**src/rtl/ram_ctrl_pkg.sv**
```systemverilog
// ---------------------------------------------------------------------------
// ram_ctrl_pkg
// Shared definitions for the RAM request controller.
//   ADDR_W_DEF  : default RAM word address width (32 words)
//   DATA_W_DEF  : default RAM data word width
//   ctrlState_t : controller state encoding (INIT, IDLE, ACCESS, RESP)
// ---------------------------------------------------------------------------
package ram_ctrl_pkg;

    localparam int ADDR_W_DEF = 5;
    localparam int DATA_W_DEF = 32;

    typedef enum logic [1:0] {
        INIT   = 2'd0,
        IDLE   = 2'd1,
        ACCESS = 2'd2,
        RESP   = 2'd3
    } ctrlState_t;

endpackage

```
**src/rtl/ram_req_ctrl.sv**
```systemverilog
// ---------------------------------------------------------------------------
// ram_req_ctrl
// Turns a valid/ready request stream into single-cycle accesses of an
// external single-port RAM that returns read data in the same cycle as the
// access. Reads are returned on a valid/ready response channel; writes give
// no response. Only one request is in flight at a time.
//
// Optional feature (macro RAM_REQ_CTRL_INIT_EN):
//   defined   -> after every reset the RAM is zero-filled, one word per cycle,
//                before requests are accepted (init_done rises afterwards)
//   undefined -> requests are accepted straight after reset
//
// Ports:
//   clk, rst            : clock, synchronous active-high reset
//   req_valid/req_ready : request handshake
//   req_we, req_addr,
//   req_wdata           : request command, word address, write data
//   rsp_valid/rsp_ready : read response handshake
//   rsp_rdata           : read data, held stable while rsp_valid is high
//   ram_ena, ram_wena,
//   ram_addr,
//   ram_data_in         : registered RAM controls
//   ram_data_out        : RAM read data, valid while ram_ena=1 and ram_wena=0
//   init_done           : RAM initialised, requests allowed
// ---------------------------------------------------------------------------
module ram_req_ctrl
    import ram_ctrl_pkg::*;
#(
    parameter int ADDR_W = ADDR_W_DEF,
    parameter int DATA_W = DATA_W_DEF
) (
    input  logic              clk,
    input  logic              rst,
    input  logic              req_valid,
    output logic              req_ready,
    input  logic              req_we,
    input  logic [ADDR_W-1:0] req_addr,
    input  logic [DATA_W-1:0] req_wdata,
    output logic              rsp_valid,
    input  logic              rsp_ready,
    output logic [DATA_W-1:0] rsp_rdata,
    output logic              ram_ena,
    output logic              ram_wena,
    output logic [ADDR_W-1:0] ram_addr,
    output logic [DATA_W-1:0] ram_data_in,
    input  logic [DATA_W-1:0] ram_data_out,
    output logic              init_done
);

    ctrlState_t        state_q;
    logic              ramEna_q;
    logic              ramWena_q;
    logic [ADDR_W-1:0] ramAddr_q;
    logic [DATA_W-1:0] ramDataIn_q;
    logic              rspValid_q;
    logic [DATA_W-1:0] rspRdata_q;
    logic              initDone_q;
    logic              reqXfer;

`ifdef RAM_REQ_CTRL_INIT_EN
    // One bit wider than the address so the top bit marks "sweep finished"
    // and the counter stops there instead of wrapping.
    logic [ADDR_W:0]   initCnt_q;
`endif

    // Requests are only taken when nothing is in flight and the RAM is ready.
    assign req_ready = (state_q == IDLE) && initDone_q;
    assign reqXfer   = req_valid && req_ready;

    assign ram_ena     = ramEna_q;
    assign ram_wena    = ramWena_q;
    assign ram_addr    = ramAddr_q;
    assign ram_data_in = ramDataIn_q;
    assign rsp_valid   = rspValid_q;
    assign rsp_rdata   = rspRdata_q;
    assign init_done   = initDone_q;

    // Controller FSM with all RAM and response outputs registered.
    // ram_ena/ram_wena default low every cycle so they pulse for exactly
    // one cycle per access; address and write data keep their last value.
    always_ff @(posedge clk) begin
        if (rst) begin
            ramEna_q    <= 1'b0;
            ramWena_q   <= 1'b0;
            ramAddr_q   <= '0;
            ramDataIn_q <= '0;
            rspValid_q  <= 1'b0;
            rspRdata_q  <= '0;
`ifdef RAM_REQ_CTRL_INIT_EN
            state_q     <= INIT;
            initDone_q  <= 1'b0;
            initCnt_q   <= '0;
`else
            state_q     <= IDLE;
            initDone_q  <= 1'b1;
`endif
        end else begin
            ramEna_q  <= 1'b0;
            ramWena_q <= 1'b0;
            case (state_q)
`ifdef RAM_REQ_CTRL_INIT_EN
                INIT: begin
                    // The cycle after the last zero write is issued, that
                    // write completes and the controller opens for requests.
                    if (initCnt_q[ADDR_W]) begin
                        state_q    <= IDLE;
                        initDone_q <= 1'b1;
                    end else begin
                        ramEna_q    <= 1'b1;
                        ramWena_q   <= 1'b1;
                        ramAddr_q   <= initCnt_q[ADDR_W-1:0];
                        ramDataIn_q <= '0;
                        initCnt_q   <= initCnt_q + (ADDR_W+1)'(1);
                    end
                end
`endif
                IDLE: begin
                    if (reqXfer) begin
                        ramEna_q    <= 1'b1;
                        ramWena_q   <= req_we;
                        ramAddr_q   <= req_addr;
                        ramDataIn_q <= req_wdata;
                        state_q     <= ACCESS;
                    end
                end
                ACCESS: begin
                    // ramWena_q still holds the command of this access.
                    if (ramWena_q) begin
                        state_q <= IDLE;
                    end else begin
                        rspRdata_q <= ram_data_out;
                        rspValid_q <= 1'b1;
                        state_q    <= RESP;
                    end
                end
                RESP: begin
                    if (rsp_ready) begin
                        rspValid_q <= 1'b0;
                        state_q    <= IDLE;
                    end
                end
                default: begin
                    state_q <= IDLE;
                end
            endcase
        end
    end

endmodule

```
**config.mk**
```make
export PLATFORM = sky130hd
export DESIGN_NAME = ram_req_ctrl
export DESIGN_NICKNAME = d
export VERILOG_FILES = /design/src/rtl/ram_ctrl_pkg.sv /design/src/rtl/ram_req_ctrl.sv
export SDC_FILE = /design/constraint.sdc
export NUM_CORES = 1
export LEC_CHECK = 0
export ABC_CLOCK_PERIOD_IN_PS = 2720
export CAP_MARGIN = 40
export CORE_ASPECT_RATIO = 1.4
export CORE_MARGIN = 2
export CORE_UTILIZATION = 25
export CTS_CLUSTER_SIZE = 40
export DETAILED_ROUTE_END_ITERATION = 7
export PLACE_DENSITY_LB_ADDON = 0.08
export SYNTH_ARGS = -nofsm -noshare
export SYNTH_HDL_FRONTEND = slang
export SYNTH_SLANG_ARGS = --single-unit
```
**constraint.sdc**
```tcl
create_clock -name clk -period 2.72 [get_ports clk]
set_clock_uncertainty 0.2 [all_clocks]
set_input_delay 0.544 -clock clk [delete_from_list [all_inputs] [get_ports clk]]
set_output_delay 0.544 -clock clk [all_outputs]
set_load 0.05 [all_outputs]
```
==> out/qor.yml, run 1 <==
worst-slew-pin-transition_ps: 548
drt_iter0_drc: 43
via_per_inst: 4.19
setup_tns_ps: 0
leakage_nw: 1.62
vias: 2560
fill_cells: 1129
synth_flop_cell: "dfxtp_1"
grt_max_degree: 34
h-tree-depth: 3
clock_latency_ps: 320
preCtsSetupSlack_ps: 505
die_w_um: 90.9
crit_path_max_fanout: 6
r2r_slack_ps: 970
clock-sinks: 74
grt_pass1_wl_um: 12500
setup_viol: 0
cts.clk_slew.worst_paths_ps: 50
rows: 44
rsz0062_at_grt: "no"
cts_buffers: 9
seq_area_frac_synth_pct: 56.0
area_delta_synth_final_pct: 69.6
drc: 0
portBuffers: 146
fin_crit_sh_pct: 93.7
yosysTopAreaCell: "dfxtp_1"
start_kind: "flip-flop"
drtAntennaViolNets: 0
netlist_area_um2: 2650
cellPowerDensity_nw_per_um2: 844
worstSetupEndpointType: "output pin"
hold_violations: 0
drv_cap: 0
min_to: "rsp_rdata[26]"
r2r_start: "state_q[0]"
syn_inst: 332
synthTopCellsByCount: "nand2_1, dfxtp_1, a21oi_1"
slew_violations: 0
reg2reg_to: "state_q[1]"
start_util_pct: 25.6
post_cts_resized: 0
hold_path_class: "flip-flop to flip-flop"
worstRegToRegCells: 5
max_freq_ghz: 0.392
async_reset_ff_share_pct: 0
crit_required_ps: 1980
final_layout_size_suffix_gt1_share_pct: 4.65
synth_area_per_cell_um2: 7.97
crit_arrival_ps: 1800
synth-seq-cells: 74
outcome: "finished clean"
cts_hold_buf: 0
dp_cells: 598
holdWs_ps: 250
grt.total_usage_pct: 13.7
cts_tree: "yes"
grt_pass1_vias: 2581
criticalPathCategory: "flip-flop to output pin"
vdd_drop_max_mv: 0.407
period_needed_ps: 2550
boundaryPins: 148
place_congestion: 0.720
antenna_found_initial: 0
finalNonFillerCells: 611
yosysMostFrequentCell: "nand2_1"
synth_top_area_share_pct: 56.0
wire_per_inst_um: 12.4
post_cts_buffers: 0
multi_input_area_um2: 1020
final_util_pct: 43.4
synth.top_cells.by_area: "dfxtp_1, nand2_1, a21oi_1"
postSynthNetCount: 409
die-area_um2: 11400
min_delay_path_depth: 2
placed_area_um2: 4230
wirelength_um: 7570
worstHoldStart: "rsp_rdata[26]"
core_um2: 10300
dp_hpwl_um: 5320
die_h_um: 126
fin_ws_ps: 172
fin_area_um2: 4490
critPathLaunch: "state_q[0]"
relSlewSlack_pct: 63.4
layout.nets: 548
seq_area_um2: 1480
total_power_mw: 3.79
synth_cell_types: 21
dr.pass1.iters: 3
grt_overflow: 0
clockRootBuffer: "clkbuf_16"
synth-edff-count: 0
antenna_cells: 0
yosysWarnings: 0
clockBufferDepth: 2
## critical path: stages (launching register included)
cell and delay [ps]:
dfxtp_1 370, ha_1 260, clkdlybuf4s50_1 850
## cells in the final DEF, fill, tap and decap left out
master / instances
a21bo_2: 1
buf_12: 2
nor2_1: 1
nand2_1: 140
inv_1: 5
clkbuf_16: 9
dfxtp_1: 74
nor2b_2: 1
and2_1: 1
nand2b_4: 1
clkbuf_1: 2
o21ai_0: 2
clkbuf_8: 2
o21bai_1: 1
buf_2: 1
and3_1: 1
a2111o_1: 1
ha_1: 3
nor2b_1: 2
buf_4: 5
o211ai_1: 1
clkdlybuf4s50_1: 145
conb_1: 1
a21oi_1: 71
## worst max-delay path by stage
stage	slack, ps	to	depth (start not counted)
finish	170	req_ready	2
global route	60	req_ready	3
CTS	130	req_ready	2
detailed placement	510	req_ready	2
global placement	530	req_ready	3
floorplan	880	ram_data_in[10]	6
## metal layers
metal | track usage [%] | wire length, µm | part of all wire (%) | up-vias
met2 | 23.4 | 3780 | 50 | 84
met3 | 3.89 | 518 | 6.8 | 10
met5 | 0 | 0 | 0 | -
met1 | 15.4 | 3110 | 41 | 1130
li1 | - | - | - | 1336
met4 | 6.95 | 159 | 2.1 | 0
## sequential cells by signal, indices dropped and copies added, names as in the netlist
signal and cells:
ram_data_in 32, rsp_rdata 32, ram_addr 5, state_q 2
ram_ena 1, ram_wena 1, rsp_valid 1
## report_power, final
part | internal, mW | leakage [nW] | switching [mW]
registers | 1.24 | 0.603 | 0.0760
logic | 0.511 | 0.888 | 0.910
clock network | 0.652 | 0.128 | 0.403
## area by class of cell
class	instances	share of cell area (%)
repair buffers	153	34.2
inverters	5	0.418
flip-flops and latches	74	33.0
clock buffers	13	5.80
well taps	138	3.85
multi-input cells	228	22.7
## cells by family after synthesis
logic type / count (synthesis) / share of synthesized area, %
AND/OR/NAND/NOR: 147 / 21.7
AO/OA/AOI/OAI: 77 / 15.2
flip-flops: 74 / 56.0
buffers and inverters: 30 / 5.53
adder cells (fa/ha/maj): 3 / 1.42
other: 1 / 0.142
Power figures use the tool's default switching activity.
==> inputs of run 2 (changes only) <==
Settings changed: SLEW_MARGIN set to 0.
==> results of run 2 <==
The final DEF is identical to that of run 1; final timing and power are the same.
